`config.mk`:
```
export PLATFORM = sky130hd
export DESIGN_NAME = kp_key_mapper_flat
export DESIGN_NICKNAME = d
export VERILOG_FILES = /design/src/rtl/kp_key_mapper_if.sv /design/src/rtl/kp_key_mapper.sv /design/src/flat_wrapper.sv
export SDC_FILE = /design/constraint.sdc
export NUM_CORES = 1
export LEC_CHECK = 0
export ABC_CLOCK_PERIOD_IN_PS = 1600
export CAP_MARGIN = 5
export CORE_MARGIN = 2
export CORE_UTILIZATION = 32
export DETAILED_ROUTE_END_ITERATION = 10
export PLACE_DENSITY = 0.62
export SYNTH_ARGS = -nofsm -noshare
export SYNTH_HDL_FRONTEND = slang
export SYNTH_SLANG_ARGS = --single-unit
```
`constraint.sdc`:
```
create_clock -name clk -period 1.6 [get_ports clk]
set_input_delay 0.24 -clock clk [delete_from_list [all_inputs] [get_ports clk]]
set_output_delay 0.24 -clock clk [all_outputs]
set_load 0.03 [all_outputs]
```
`src/rtl/kp_key_mapper_if.sv`:
```
// Keypad mapper bundle: scanner key level/index in, code strobe and page out.
interface kp_key_mapper_if #(
  parameter int PAGE_BITS = 1
);
  logic                   valid;
  logic [3:0]             d;
  logic [PAGE_BITS+3:0]   code;
  logic                   code_valid;
  logic [PAGE_BITS-1:0]   page;

  modport master (output valid, d, input code, code_valid, page);
  modport slave  (input valid, d, output code, code_valid, page);
endinterface

```
`src/rtl/kp_key_mapper.sv`:
```
// Keypad key-index to {page, digit} translator with paged shift key and
// optional auto-repeat of held mapped keys.
module kp_key_mapper #(
  parameter int         PAGE_BITS    = 1,
  parameter logic [3:0] SHIFT_KEY    = 4'h7,
  parameter bit         STICKY       = 1'b0,
  parameter bit         REPEAT_EN    = 1'b0,
  parameter int         CNT_W        = 20,
  parameter int         REPEAT_DELAY = 500000,
  parameter int         REPEAT_RATE  = 100000
) (
  input  logic          clk,
  input  logic          rst,
  kp_key_mapper_if.slave bus
);

  typedef enum logic [1:0] {IDLE, HELD, REPEAT} state_t;

  localparam logic [CNT_W-1:0] DELAY_LAST = CNT_W'(REPEAT_DELAY - 1);
  localparam logic [CNT_W-1:0] RATE_LAST  = CNT_W'(REPEAT_RATE - 1);

  state_t                 state;
  logic                   prev_valid;
  logic [3:0]             prev_d;
  logic [CNT_W-1:0]       cnt;
  logic [PAGE_BITS-1:0]   page_q;
  logic [PAGE_BITS+3:0]   code_q;
  logic                   code_valid_q;

  logic                   press;
  logic                   mapped;
  logic                   is_shift;
  logic                   can_repeat;
  logic [3:0]             digit;

  // Returns {mapped, digit}; digit 4'hF on key 0 is the clear code.
  function automatic logic [4:0] map_key(input logic [3:0] k);
    case (k)
      4'd0:    map_key = 5'h1F;
      4'd1:    map_key = 5'h10;
      4'd4:    map_key = 5'h17;
      4'd5:    map_key = 5'h18;
      4'd6:    map_key = 5'h19;
      4'd8:    map_key = 5'h14;
      4'd9:    map_key = 5'h15;
      4'd10:   map_key = 5'h16;
      4'd12:   map_key = 5'h11;
      4'd13:   map_key = 5'h12;
      4'd14:   map_key = 5'h13;
      default: map_key = 5'h00;
    endcase
  endfunction

  always_comb begin
    press           = bus.valid && (!prev_valid || (bus.d != prev_d));
    {mapped, digit} = map_key(bus.d);
    is_shift        = (bus.d == SHIFT_KEY);
    can_repeat      = REPEAT_EN && mapped;
  end

  always_ff @(posedge clk) begin
    if (rst) begin
      state        <= IDLE;
      prev_valid   <= 1'b0;
      prev_d       <= 4'd0;
      cnt          <= '0;
      page_q       <= '0;
      code_q       <= '0;
      code_valid_q <= 1'b0;
    end else begin
      prev_valid   <= bus.valid;
      prev_d       <= bus.d;
      code_valid_q <= 1'b0;
      if (!bus.valid) begin
        state <= IDLE;
        cnt   <= '0;
      end else if (press) begin
        state <= HELD;
        cnt   <= '0;
        if (mapped) begin
          code_q       <= {page_q, digit};
          code_valid_q <= 1'b1;
          if (!STICKY) page_q <= '0;
        end else if (is_shift) begin
          page_q <= page_q + 1'b1;
        end
      end else begin
        // Counter only runs for keys that can repeat, so it never wraps.
        case (state)
          HELD: begin
            if (can_repeat) begin
              if (cnt == DELAY_LAST) begin
                state        <= REPEAT;
                cnt          <= '0;
                code_q       <= {page_q, digit};
                code_valid_q <= 1'b1;
              end else begin
                cnt <= cnt + 1'b1;
              end
            end
          end
          REPEAT: begin
            if (cnt == RATE_LAST) begin
              cnt          <= '0;
              code_q       <= {page_q, digit};
              code_valid_q <= 1'b1;
            end else begin
              cnt <= cnt + 1'b1;
            end
          end
          default: ;
        endcase
      end
    end
  end

  assign bus.code       = code_q;
  assign bus.code_valid = code_valid_q;
  assign bus.page       = page_q;

endmodule
```
`src/flat_wrapper.sv`:
```
// flat-port wrapper written by rule: the top's interface ports become plain ports
module kp_key_mapper_flat 
#(
  parameter int         PAGE_BITS    = 1,
  parameter logic [3:0] SHIFT_KEY    = 4'h7,
  parameter bit         STICKY       = 1'b0,
  parameter bit         REPEAT_EN    = 1'b0,
  parameter int         CNT_W        = 20,
  parameter int         REPEAT_DELAY = 500000,
  parameter int         REPEAT_RATE  = 100000
)
  (clk, rst, bus_valid, bus_d, bus_code, bus_code_valid, bus_page);
  kp_key_mapper_if #(.PAGE_BITS(PAGE_BITS)) bus_i ();
  input  logic clk;
  input  logic rst;
  input wire logic [$bits(bus_i.valid)-1:0] bus_valid;
  input wire logic [$bits(bus_i.d)-1:0] bus_d;
  output wire logic [$bits(bus_i.code)-1:0] bus_code;
  output wire logic [$bits(bus_i.code_valid)-1:0] bus_code_valid;
  output wire logic [$bits(bus_i.page)-1:0] bus_page;
  assign bus_i.valid = bus_valid;
  assign bus_i.d = bus_d;
  assign bus_code = bus_i.code;
  assign bus_code_valid = bus_i.code_valid;
  assign bus_page = bus_i.page;
  kp_key_mapper #(.PAGE_BITS(PAGE_BITS), .SHIFT_KEY(SHIFT_KEY), .STICKY(STICKY), .REPEAT_EN(REPEAT_EN), .CNT_W(CNT_W), .REPEAT_DELAY(REPEAT_DELAY), .REPEAT_RATE(REPEAT_RATE)) u_core (.clk(clk), .rst(rst), .bus(bus_i));
endmodule
```
==> results.cfg <==
[die]
start_util_pct = 33.9
num_rows = 16
dieArea_mm2 = 0.00246
die_h_um = 49.6
die_w_um = 49.6
fp.coreArea_mm2 = 0.00196
pin_count = 14

[critical_path]
crit_path_start_kind = flop
slowest_stage = clkdlybuf4s50_1
path_buf_inv = 1
end_kind = output port
cpLargestDelayFamily = buffers and inverters
path_class = flop to output port
critPathMaxStageDelay_ns = 0.67
cp.required_ns = 1.36
cp_cell_sequence = clkdlybuf4s50_1
cp.arrival_ns = 1.28
cp_max_fo = 2

[run]
maxCapViolCount = 0

[logic_synthesis]
yosysTopAreaCell = dfxtp_1
netlist_area_um2 = 666
synth_common_cells = dfxtp_1 (12), mux2i_1 (7), nor2_1 (6)
synth-main-ff-cell = dfxtp_1
synth_area_per_cell_um2 = 10.2
synth-edff-count = 0
yosysMostFrequentCell = dfxtp_1
postSynthCellCount = 65
syn_nets = 76
ys_seq_area_share_pct = 36.1
synth.distinct_cells = 27
synth-seq-cells = 12
synth_warnings = 0
synth.area.top_cells = dfxtp_1 (36%), mux2i_1 (11%), ha_1 (7.5%), nor2b_1 (4.7%), mux2_4 (4.5%)
synthArstFlopShare_pct = 0
synth_top_cell_area_share_pct = 36.1

[min_path]
hold_class = input port to flop

[timing]
grt_setup_unrepaired = no
skew_ns = 0.00285
worstMarginPinSlew_ns = 0.408
min_period_over_period_pct = 95.0
relSlewSlack_pct = 72.7
slew_violations = 0
max_freq_ghz = 0.658
layout_min_cycle_time_ns = 1.52
final-hold-violation-count = 0
finalSetupViolCount = 0

[clocking]
clk_pin_slew_ns = 0.07
cts_buffers = 3
cts_tree = built
clk_path_buf_depth = 2
clk_latency_ns = 0.27
cts_root_buf = clkbuf_4
cts.sinks = 12
cts_setup_buffers = 0
htreeDepth = 1

[global_route]
gr-usage-met1_pct = 14.0
gr-total-overflow = 0
grt_antenna_before_repair = 0
grt_pass1_wl_mm = 2.28
grt_busiest_layer = met2
grtUsageMet2_pct = 21.1
grt_max_degree = 13
grt_util_all_layers_pct = 12.2
grt_pass1_vias = 531
grt_use_met3_pct = 4.85

[drt]
drc = 0
drt_pre_antenna_iters = 2
viasPerCell = 4.33
wirelength_mm = 1.26
via_count = 507
drtAntennaViolNets = 0
avgRoutedWirePerCell_um = 10.8
drt_iter0_drc = 4

[pwr]
powerDensity_mw_per_mm2 = 786
p_total_uw = 731
peakVddDrop_v = 0.000435
power.leakage_uw = 0.000436

[layout]
post-route-util_pct = 47.4
fin_cells = 117
fillers = 221
final_area_um2 = 930
diodes = 0
area_delta_synth_final_pct = 39.7
drive_above_1_share_pct = 25.6
nets = 102

[placement]
routabilityCongestion = 0.777
port_buffers = 13
place.detailed.hpwl_um = 941
placed_area_um2 = 886
dp_cells = 113

[status]
outcome = finished, final reports clean
## worst paths after layout
kind         slack (ns)  depth (start not counted)               start                 end
min reg2reg        0.48                          2  u_core.bus.code[4]  u_core.bus.code[4]
max                0.08                          1  u_core.bus.code[1]         bus_code[1]
max reg2reg        0.32                          4    u_core.prev_d[0]  u_core.bus.code[2]
min                0.43                          4            bus_d[0]    u_core.prev_d[0]
## layout by cell type, fill, tap and decap left out
| master | instances |
|---|---|
| clkbuf_8 | 1 |
| nor3_2 | 1 |
| or3b_4 | 1 |
| and2_1 | 1 |
| clkbuf_4 | 3 |
| nand3_1 | 1 |
| xor2_1 | 3 |
| mux2_2 | 1 |
| nor2b_1 | 5 |
| clkdlybuf4s50_1 | 10 |
| o21ai_1 | 1 |
| nor2b_2 | 1 |
| a21oi_1 | 1 |
| dfxtp_1 | 12 |
| mux2i_1 | 7 |
| a211o_1 | 2 |
| xnor2_1 | 1 |
| o21ai_0 | 1 |
| nor3_1 | 1 |
| dlymetal6s2s_1 | 3 |
| a21oi_4 | 1 |
| mux2_4 | 2 |
| nand3_2 | 1 |
| nand2b_1 | 4 |
| ha_1 | 4 |
| nor3b_1 | 1 |
| nand2_1 | 1 |
| nor2_1 | 6 |
| inv_1 | 2 |
| buf_4 | 11 |
## registers in the layout, summed over array words and instances (netlist names)
| signal | cells |
|---|---|
| u_core.bus.code | 5 |
| u_core.prev_d | 4 |
| u_core.bus.page | 1 |
| u_core.prev_valid | 1 |
| u_core.bus.code_valid | 1 |
## power by group
| group | internal (µW) | total, µW | switching, µW | leakage [µW] |
|---|---|---|---|---|
| registers | 315 | 322 | 7.26 | 0.0000989 |
| clock network | 138 | 240 | 102 | 0.0000210 |
| logic | 88.8 | 169 | 80.1 | 0.000316 |
## routing by layer
metal / wire (µm) / vias to the layer above
met5: 0 / -
met4: 0 / 0
met3: 47 / 0
met2: 628 / 11
met1: 584 / 230
li1: - / 266
## logic make-up (layout without fill, tap and decap cells)
| kind of cell | after synthesis | after routing | share of synthesized area (%) |
|---|---|---|---|
| AND/OR/NAND/NOR | 24 | 24 | 22.0 |
| flip-flops | 12 | 12 | 36.1 |
| multiplexers | 10 | 10 | 16.7 |
| AO/OA/AOI/OAI | 6 | 6 | 7.33 |
| buffers and inverters | 5 | 30 | 5.07 |
| adder cells (fa/ha/maj) | 4 | 4 | 7.52 |
| XOR/XNOR | 4 | 4 | 5.26 |
## per-stage QoR
| stage | hold slack [ns] | setup TNS (ns) | setup slack [ns] |
|---|---|---|---|
| 2_1_floorplan | 0.368 | 0 | 0.268 |
| 3_3_place_gp | 0.460 | -1.19 | -0.207 |
| 6_report | 0.429 | 0 | 0.0806 |
| 4_1_cts | 0.484 | 0 | 0.0343 |
| 5_1_grt | 0.447 | 0 | 0.0268 |
| 3_5_place_dp | 0.470 | -1.59 | -0.269 |
## layout make-up
cell class | instances | area (µm²) | share of cell area (%)
Multi-Input combinational cell | 48 | 392 | 42.1
Clock buffer | 4 | 36.3 | 3.90
Timing Repair Buffer | 24 | 220 | 23.7
Sequential cell | 12 | 240 | 25.8
Tap cell | 27 | 33.8 | 3.63
Inverter | 2 | 7.51 | 0.808
## repair_timing
action,in CTS,in global routing
hold endpoints to repair,0,0
hold buffers,0,0
gates resized for setup,0,3
setup endpoints to repair,0,5
Note: power is estimated with default switching activity, not from simulation.
